$ cat src/rtl/instr_fetch_unit.sv
// Program sequencer: owns the PC, fetches words over a req/valid handshake and
// presents each to the decoder for one accepted execute cycle.
module instr_fetch_unit #(
  parameter int PC_W    = 10,
  parameter int INSTR_W = 9,
  parameter int MCODE_W = 4,
  parameter int LUT_N   = 4,
  localparam int LUT_AW = $clog2(LUT_N)
) (
  input  logic               clk,
  input  logic               reset_n,
  input  logic               start,
  input  logic [PC_W-1:0]    prog_end,
  output logic               imem_req,
  output logic [PC_W-1:0]    imem_addr,
  input  logic               imem_valid,
  input  logic [INSTR_W-1:0] imem_rdata,
  output logic [INSTR_W-1:0] instr,
  output logic [MCODE_W-1:0] mcode,
  output logic               instr_valid,
  input  logic               exec_stall,
  input  logic               branch,
  input  logic [LUT_AW-1:0]  jump_addr,
  input  logic               zeroflg,
  input  logic               sign,
  input  logic               carry,
  input  logic               overflow,
  input  logic               lut_we,
  input  logic [LUT_AW-1:0]  lut_waddr,
  input  logic [PC_W-1:0]    lut_wdata,
  output logic [PC_W-1:0]    pc,
  output logic               done
);

  typedef enum logic [1:0] {IDLE, FETCH, EXEC, DONE} state_t;

  localparam logic [MCODE_W-1:0] OP_BZ  = MCODE_W'(4'b1011);
  localparam logic [MCODE_W-1:0] OP_BNN = MCODE_W'(4'b1100);
  localparam logic [MCODE_W-1:0] OP_BLE = MCODE_W'(4'b1101);

  state_t            state, state_d;
  logic [PC_W-1:0]   pc_d;
  logic [PC_W-1:0]   next_pc;
  logic              instr_ld;
  logic              cond;
  logic              taken;
  logic [PC_W-1:0]   lut [LUT_N];
  logic              unused_flags;

  assign unused_flags = carry ^ overflow;

  assign mcode       = instr[INSTR_W-1 -: MCODE_W];
  assign imem_req    = (state == FETCH);
  assign imem_addr   = pc;
  assign instr_valid = (state == EXEC);
  assign done        = (state == DONE);

  always_comb begin
    state_d  = state;
    pc_d     = pc;
    instr_ld = 1'b0;
    cond     = 1'b1;
    taken    = 1'b0;
    next_pc  = pc + PC_W'(1);
    case (state)
      IDLE, DONE: begin
        if (start) begin
          state_d = FETCH;
          pc_d    = '0;
        end
      end
      FETCH: begin
        if (imem_valid) begin
          instr_ld = 1'b1;
          state_d  = EXEC;
        end
      end
      EXEC: begin
        if (!exec_stall) begin
          case (mcode)
            OP_BZ:   cond = zeroflg;
            OP_BNN:  cond = ~sign;
            OP_BLE:  cond = sign | zeroflg;
            default: cond = 1'b1;
          endcase
          taken = branch & cond;
          if (taken) next_pc = lut[jump_addr];
          // A taken branch on the last instruction is still followed.
          if ((pc == prog_end) && !taken) begin
            state_d = DONE;
          end else begin
            pc_d    = next_pc;
            state_d = FETCH;
          end
        end
      end
      default: state_d = IDLE;
    endcase
  end

  always_ff @(posedge clk or negedge reset_n) begin
    if (!reset_n) begin
      state <= IDLE;
      pc    <= '0;
      instr <= '0;
    end else begin
      state <= state_d;
      pc    <= pc_d;
      if (instr_ld) instr <= imem_rdata;
    end
  end

  // Writes land at the edge, so a same-cycle read of that index sees the old target.
  always_ff @(posedge clk or negedge reset_n) begin
    if (!reset_n) begin
      for (int unsigned i = 0; i < LUT_N; i++) lut[i] <= '0;
    end else if (lut_we) begin
      lut[lut_waddr] <= lut_wdata;
    end
  end

endmodule

$ cat config.mk
export PLATFORM = sky130hd
export DESIGN_NAME = instr_fetch_unit
export DESIGN_NICKNAME = d
export VERILOG_FILES = /design/src/rtl/instr_fetch_unit.sv
export SDC_FILE = /design/constraint.sdc
export NUM_CORES = 1
export LEC_CHECK = 0
export BUFFER_PORTS_ARGS = -buffer_cell sky130_fd_sc_hd__buf_2
export CORE_MARGIN = 5
export CORE_UTILIZATION = 38
export CTS_BUF_LIST = sky130_fd_sc_hd__clkbuf_4 sky130_fd_sc_hd__clkbuf_8 sky130_fd_sc_hd__clkbuf_16
export CTS_CLUSTER_DIAMETER = 200
export DETAILED_ROUTE_END_ITERATION = 8
export PLACE_DENSITY = 0.68
export SETUP_SLACK_MARGIN = 0.1
export SYNTH_ARGS = -nofsm -noshare
export SYNTH_HDL_FRONTEND = slang
export SYNTH_SLANG_ARGS = --single-unit
$ cat constraint.sdc
create_clock -name clk -period 2.7 [get_ports clk]
set_input_delay 0.54 -clock clk [delete_from_list [all_inputs] [get_ports clk]]
set_output_delay 0.54 -clock clk [all_outputs]
set_load 0.05 [all_outputs]
==> impl_metrics.tcl, run 1 <==
set metrics [dict create \
    met2_usage_pct 23.7 \
    period_minus_slack_ps 2160 \
    power.density_nw_per_um2 1010 \
    core_area_um2 8260 \
    cts_hold_buffers 0 \
    finalHoldViolCount 0 \
    period_share_pct 79.9 \
    diodes 0 \
    cp-startpoint "imem_addr[0]$_DFFE_PN0P_" \
    hold_class "in2async" \
    critPathRequiredTime_ps 2920 \
    avgSynthCellArea_um2 12.7 \
    synth-edff-count 0 \
    yosys.area.top_type "dfrtp_1" \
    die_area_um2 10500 \
    rows 33 \
    vias 2368 \
    synth_seq_cells 61 \
    antenna_found_initial 0 \
    postRouteWirelength_um 7280 \
    syn2layout_area_growth_pct 19.3 \
    rsz0062_at_grt "no" \
    setup_tns_ps 0 \
    cts_setup_buffers 0 \
    clkSinkCount 61 \
    busiest_layer "met2" \
    synth_common_cells "dfrtp_1 (61), mux2_2 (49), buf_4 (14), mux4_2 (10), xor2_1 (10)" \
    cts_resized 0 \
    synth_fp_nets 304 \
    insertion_delay_ps 340 \
    worst_setup_path_start_kind "flip-flop" \
    fmax_ghz 0.464 \
    worst_ep_arrival_time_ps 2380 \
    finalWeightedCongestion 0.889 \
    yosys.area.top_type_share_pct 47.2 \
    grt.overflow.total 0 \
    drive_above_1_share_pct 49.8 \
    detail_route.wl_per_cell_um 16.8 \
    r2r_start "imem_addr[0]$_DFFE_PN0P_" \
    drc 0 \
    nFillCells 783 \
    dp_hpwl_um 5330 \
    rrSetupSlack_ps 540 \
    postRouteAntennaNets 0 \
    path_clk_slew_ps 80 \
    synth-async-reset-ratio_pct 100 \
    grt_max_degree 22 \
    maxSlewViolCount 0 \
    clock_path_buffers 2 \
    worst_pin_slew_ps 603 \
    ys.flop_type "dfrtp_1" \
    ys_seq_area_share_pct 47.2 \
    synth_cell_types 47 \
    multi_input_area_um2 1530 \
    grt_pass1_vias 2405 \
    final-seq-area_um2 1530 \
    io_pins 80 \
    cts_made_buffers 9 \
    grt_util_met3_pct 4.37 \
    vias_per_cell 5.46 \
    worstSetupPathType "reg2reg" \
    hold_slack_ps 135 \
    synth_cells 255 \
    syn-cell-area_um2 3230 \
    io_buffers 77 \
    ys_top_cells_by_area "dfrtp_1 (47%), mux2_2 (17%), mux4_2 (7.0%), buf_4 (3.3%), xor2_1 (2.7%)" \
    nets 373 \
    maxCapViolCount 0 \
    first_iter_violations 109 \
    power_leakage_nw 1.76 \
    yosys_warnings 0 \
    cts_root_buffer "clkbuf_8" \
    cp_max_fo 10 \
    slew_headroom_pct 59.7 \
    first_pass_iters 4 \
    grt_util_all_layers_pct 14.9 \
    finalSetupViolCount 0 \
    cp-end-kind "flip-flop" \
    synth_most_common_cell "dfrtp_1" \
    cts-htree-levels 3 \
    use_met1_pct 19.6 \
    die_width_um 102 \
    die_height_um 102 \
    initial_utilization_pct 39.2 \
    status "finished, final reports clean" \
    grt_pass1_wl_um 11900 \
    irDropWorstVdd_mv 0.434 \
    final.setup_skew_ps 11.2 \
    cts_tree "yes" \
]
## power by group
part | total, mW | leakage (nW) | switching, mW | internal, mW
combinational | 1.62 | 0.905 | 1.11 | 0.509
clock | 0.908 | 0.110 | 0.385 | 0.524
sequential | 1.37 | 0.742 | 0.222 | 1.15
## per-stage QoR
step | setup WS (ps) | total power, mW | std cells | utilization, % | area, µm²
after floorplan | 316 | 2.70 | 255 | - | 3230
after CTS | 558 | 3.95 | 434 | 46.7 | 3860
after detailed placement | 469 | 3.03 | 418 | 44.0 | 3630
after global routing | 415 | 4.11 | 434 | 46.7 | 3860
after global placement | 489 | 2.98 | 418 | 44.0 | 3630
final | 544 | 3.90 | 434 | 46.7 | 3860
## logic make-up after synthesis
kind of cell               Yosys count  synth area share [%]
buffers and inverters               30                  5.46
muxes                               60                  24.3
DFF                                 61                  47.2
AOI/OAI and AO/OA                   40                  9.48
and+or+nand+nor                     49                  8.86
adders and majority gates            5                  1.93
xor gates and xnor gates            10                  2.71
## cells in the final DEF, fill, tap and decap left out, types with 5 or more instances in the layout
cell,instances
buf_2,77
dfrtp_1,61
mux2_2,49
xor2_1,10
mux4_2,10
clkbuf_8,9
nand3_1,8
nand2_1,7
o21ai_0,7
inv_1,5
and3_1,5
nand2b_1,5
a211oi_1,5
ha_1,5
buf_4,5
## state kept, by name, indices dropped and copies added (netlist names)
register / count
state: 2
lut: 40
imem_addr: 10
instr: 9
## routing by layer
metal / share of wire (%) / up-vias
met4: 0.56 / 0
met5: 0 / -
met1: 44 / 1188
met2: 49 / 82
li1: - / 1092
met3: 7.1 / 6
## critical path, cell delays in order (launching register included)
cell and delay, ps:
dfrtp_1 520, xor2_1 200, nor4_1 360, and3_1 300, a211o_2 230, nor3b_1 70
or3_1 350
## final timing paths
kind | end | cells after the start
max reg2reg | imem_addr[2]$_DFFE_PN0P_ | 6
min reg2reg | instr[0]$_DFFE_PN0P_ | 1
min | lut[3]$_DFFE_PN0P_ | 1
max in group asynchronous | instr[0]$_DFFE_PN0P_ | 2
max | imem_addr[2]$_DFFE_PN0P_ | 6
min in group clk | instr[5]$_DFFE_PN0P_ | 2
## area by class of cell
cell class	instances	share of cell area (%)
Multi-Input combinational cell	164	39.7
Sequential cell	61	39.6
Timing Repair Buffer	82	11.0
Tap cell	105	3.41
Clock buffer	9	3.21
Clock inverter	7	2.56
Inverter	6	0.584
Power figures use the tool's default switching activity.
==> run 2: changes to the inputs <==
--- a/config.mk
+++ b/config.mk
@@ -11,7 +11,7 @@
 export CTS_BUF_LIST = sky130_fd_sc_hd__clkbuf_4 sky130_fd_sc_hd__clkbuf_8 sky130_fd_sc_hd__clkbuf_16
 export CTS_CLUSTER_DIAMETER = 200
 export DETAILED_ROUTE_END_ITERATION = 8
-export PLACE_DENSITY = 0.68
+export PLACE_DENSITY = 0.7
 export SETUP_SLACK_MARGIN = 0.1
 export SYNTH_ARGS = -nofsm -noshare
 export SYNTH_HDL_FRONTEND = slang
==> constraint.sdc (replaced) <==
create_clock -name clk -period 1.9 [get_ports clk]
set_input_delay 0.38 -clock clk [delete_from_list [all_inputs] [get_ports clk]]
set_output_delay 0.38 -clock clk [all_outputs]
set_load 0.05 [all_outputs]
==> run 2 against run 1 <==
Register-to-register slack lost 530 ps. Maximum frequency rose by 14%. Sequential cell count unchanged. Clock-buffer cell count is the same. Combinational power grew 75%. Critical path type unchanged. Via count grew 6.0%. Sequential share of layout area is 3.7 points lower. Non-clock buffer count increased by 31.
==> impl_metrics.tcl, run 2 (synthesis gave the netlist of run 1 again) <==
set metrics [dict create \
    grt_pass1_wl_um 12800 \
    fmax_ghz 0.531 \
    vias_per_cell 5.40 \
    largest_reg_flops 40 \
    drc 0 \
    finalWeightedCongestion 0.868 \
    io_buffers 77 \
    maxCapViolCount 0 \
    postRouteAntennaNets 0 \
    rsz0062_at_grt "yes" \
    nets 404 \
    cp_max_fo 7 \
    grt.overflow.total 0 \
    drive_above_1_share_pct 62.5 \
    utilization_pct 51.9 \
    finalHoldViolCount 0 \
    status "finished, final reports clean" \
    grt_util_all_layers_pct 16.0 \
    io_pins 80 \
    cts_made_buffers 9 \
    first_pass_iters 4 \
    cts_hold_buffers 0 \
    stdcell_area_um2 4280 \
    cts_root_buffer "clkbuf_8" \
    layout_common_cells "buf_2 (76), dfrtp_1 (51), mux2_2 (49), buf_4 (32)" \
    insertion_delay_ps 340 \
    worst_ep_arrival_time_ps 2100 \
    cp-end-kind "flip-flop" \
    path_clk_slew_ps 80 \
    regMostFlops "lut" \
    cts-htree-levels 3 \
    place_area_um2 3920 \
    irDropWorstVdd_mv 0.619 \
    maxSlewViolCount 0 \
    clkSinkCount 61 \
    worst_setup_path_start_kind "flip-flop" \
    antenna_found_initial 0 \
    worst_pin_slew_ps 368 \
    period_share_pct 99.2 \
    grt_pass1_vias 2679 \
    critPathRequiredTime_ps 2120 \
    core_area_um2 8260 \
    detail_route.wl_per_cell_um 17.0 \
    grt_max_degree 62 \
    hold_class "in2async" \
    vias 2511 \
    clock_path_buffers 2 \
    final.setup_skew_ps 7.53 \
    first_iter_violations 96 \
    finalSetupViolCount 0 \
    hold_slack_ps 25.0 \
    power_leakage_nw 1.92 \
    die_height_um 102 \
    slew_headroom_pct 75.4 \
    power.density_nw_per_um2 1400 \
    initial_utilization_pct 39.2 \
    cts_tree "yes" \
    rows 33 \
    diodes 0 \
    period_minus_slack_ps 1880 \
    dp_hpwl_um 5750 \
    syn2layout_area_growth_pct 32.5 \
    layout_commonest_cell "buf_2" \
    postRouteWirelength_um 7900 \
    worstSetupPathType "reg2reg" \
    die_area_um2 10500 \
    die_width_um 102 \
]
run 2: cell count changes in the layout (fill, tap and decap cells not counted), moves of 2 or more:
cell | previous run | this run
ha_1 | 5 | 3
o21ai_2 | 1 | 5
dfrtp_2 | 0 | 10
dfrtp_1 | 61 | 51
buf_6 | 0 | 2
nor4_1 | 3 | 1
o21ai_0 | 7 | 1
buf_12 | 0 | 3
and3_1 | 5 | 3
nor3b_1 | 4 | 2
buf_4 | 5 | 32
clkinv_4 | 2 | 0
and3_4 | 0 | 2
run 2: final timing paths:
kind                                           from                       end  slack [ps]  cells after the start
hold / removal                              reset_n       lut[15]$_DFFE_PN0P_          20                      2
setup reg to reg           imem_addr[0]$_DFFE_PN0P_  imem_addr[2]$_DFFE_PN0P_          20                      7
hold reg to reg                instr[3]$_DFFE_PN0P_      instr[3]$_DFFE_PN0P_         500                      1
max in group asynchronous                   reset_n  imem_addr[8]$_DFFE_PN0P_        1570                      2
setup / recovery           imem_addr[0]$_DFFE_PN0P_  imem_addr[2]$_DFFE_PN0P_          20                      7
min in group clk                      imem_rdata[3]      instr[3]$_DFFE_PN0P_         270                      2
run 2: metal layers:
layer	global-route usage [%]	share of wire (%)	up-vias
li1	-	-	1155
met1	20.0	42	1271
met2	27.1	51	71
met3	4.78	5.6	14
met4	4.54	1.4	0
met5	0	0	-
run 2: layout make-up:
class / instances / area (µm²)
Inverter: 6 / 23.8
Clock inverter: 7 / 97.6
Tap cell: 105 / 131
Clock buffer: 9 / 124
Multi-Input combinational cell: 164 / 1670
Sequential cell: 61 / 1540
Fill cell: 722 / 3970
Timing Repair Buffer: 113 / 703
run 2: timing repair:
action                                 4_1_cts  5_1_grt
setup buffers                                3        1
pin swaps                                    8        7
setup endpoints to repair                    9       11
endpoints found under the hold margin        0        0
resized for setup                           17       14
run 2: per-stage QoR:
step | cells | power, mW | worst slack, ps | setup TNS (ps)
finish | 465 | 5.98 | 15.3 | 0
global route | 465 | 6.31 | -117 | -715
CTS | 464 | 5.97 | 15.8 | 0
detailed placement | 445 | 4.58 | -124 | -427
global placement | 445 | 4.51 | -83.6 | -314
floorplan | 255 | 3.91 | -79.7 | -246
run 2: where the power goes:
| part | total, mW | switching (mW) | internal, mW |
|---|---|---|---|
| combinational | 2.84 | 1.83 | 1.01 |
| clock | 1.29 | 0.544 | 0.744 |
| sequential | 1.86 | 0.210 | 1.65 |
| total | 5.98 | 2.58 | 3.40 |
run 2: worst max-delay path, cell delays in order (launching register included):
cell,delay [ps]
dfrtp_2,410
xor2_1,140
nor4_1,310
buf_4,170
and3_4,180
a211o_4,150
nor3b_2,50
or3_1,350
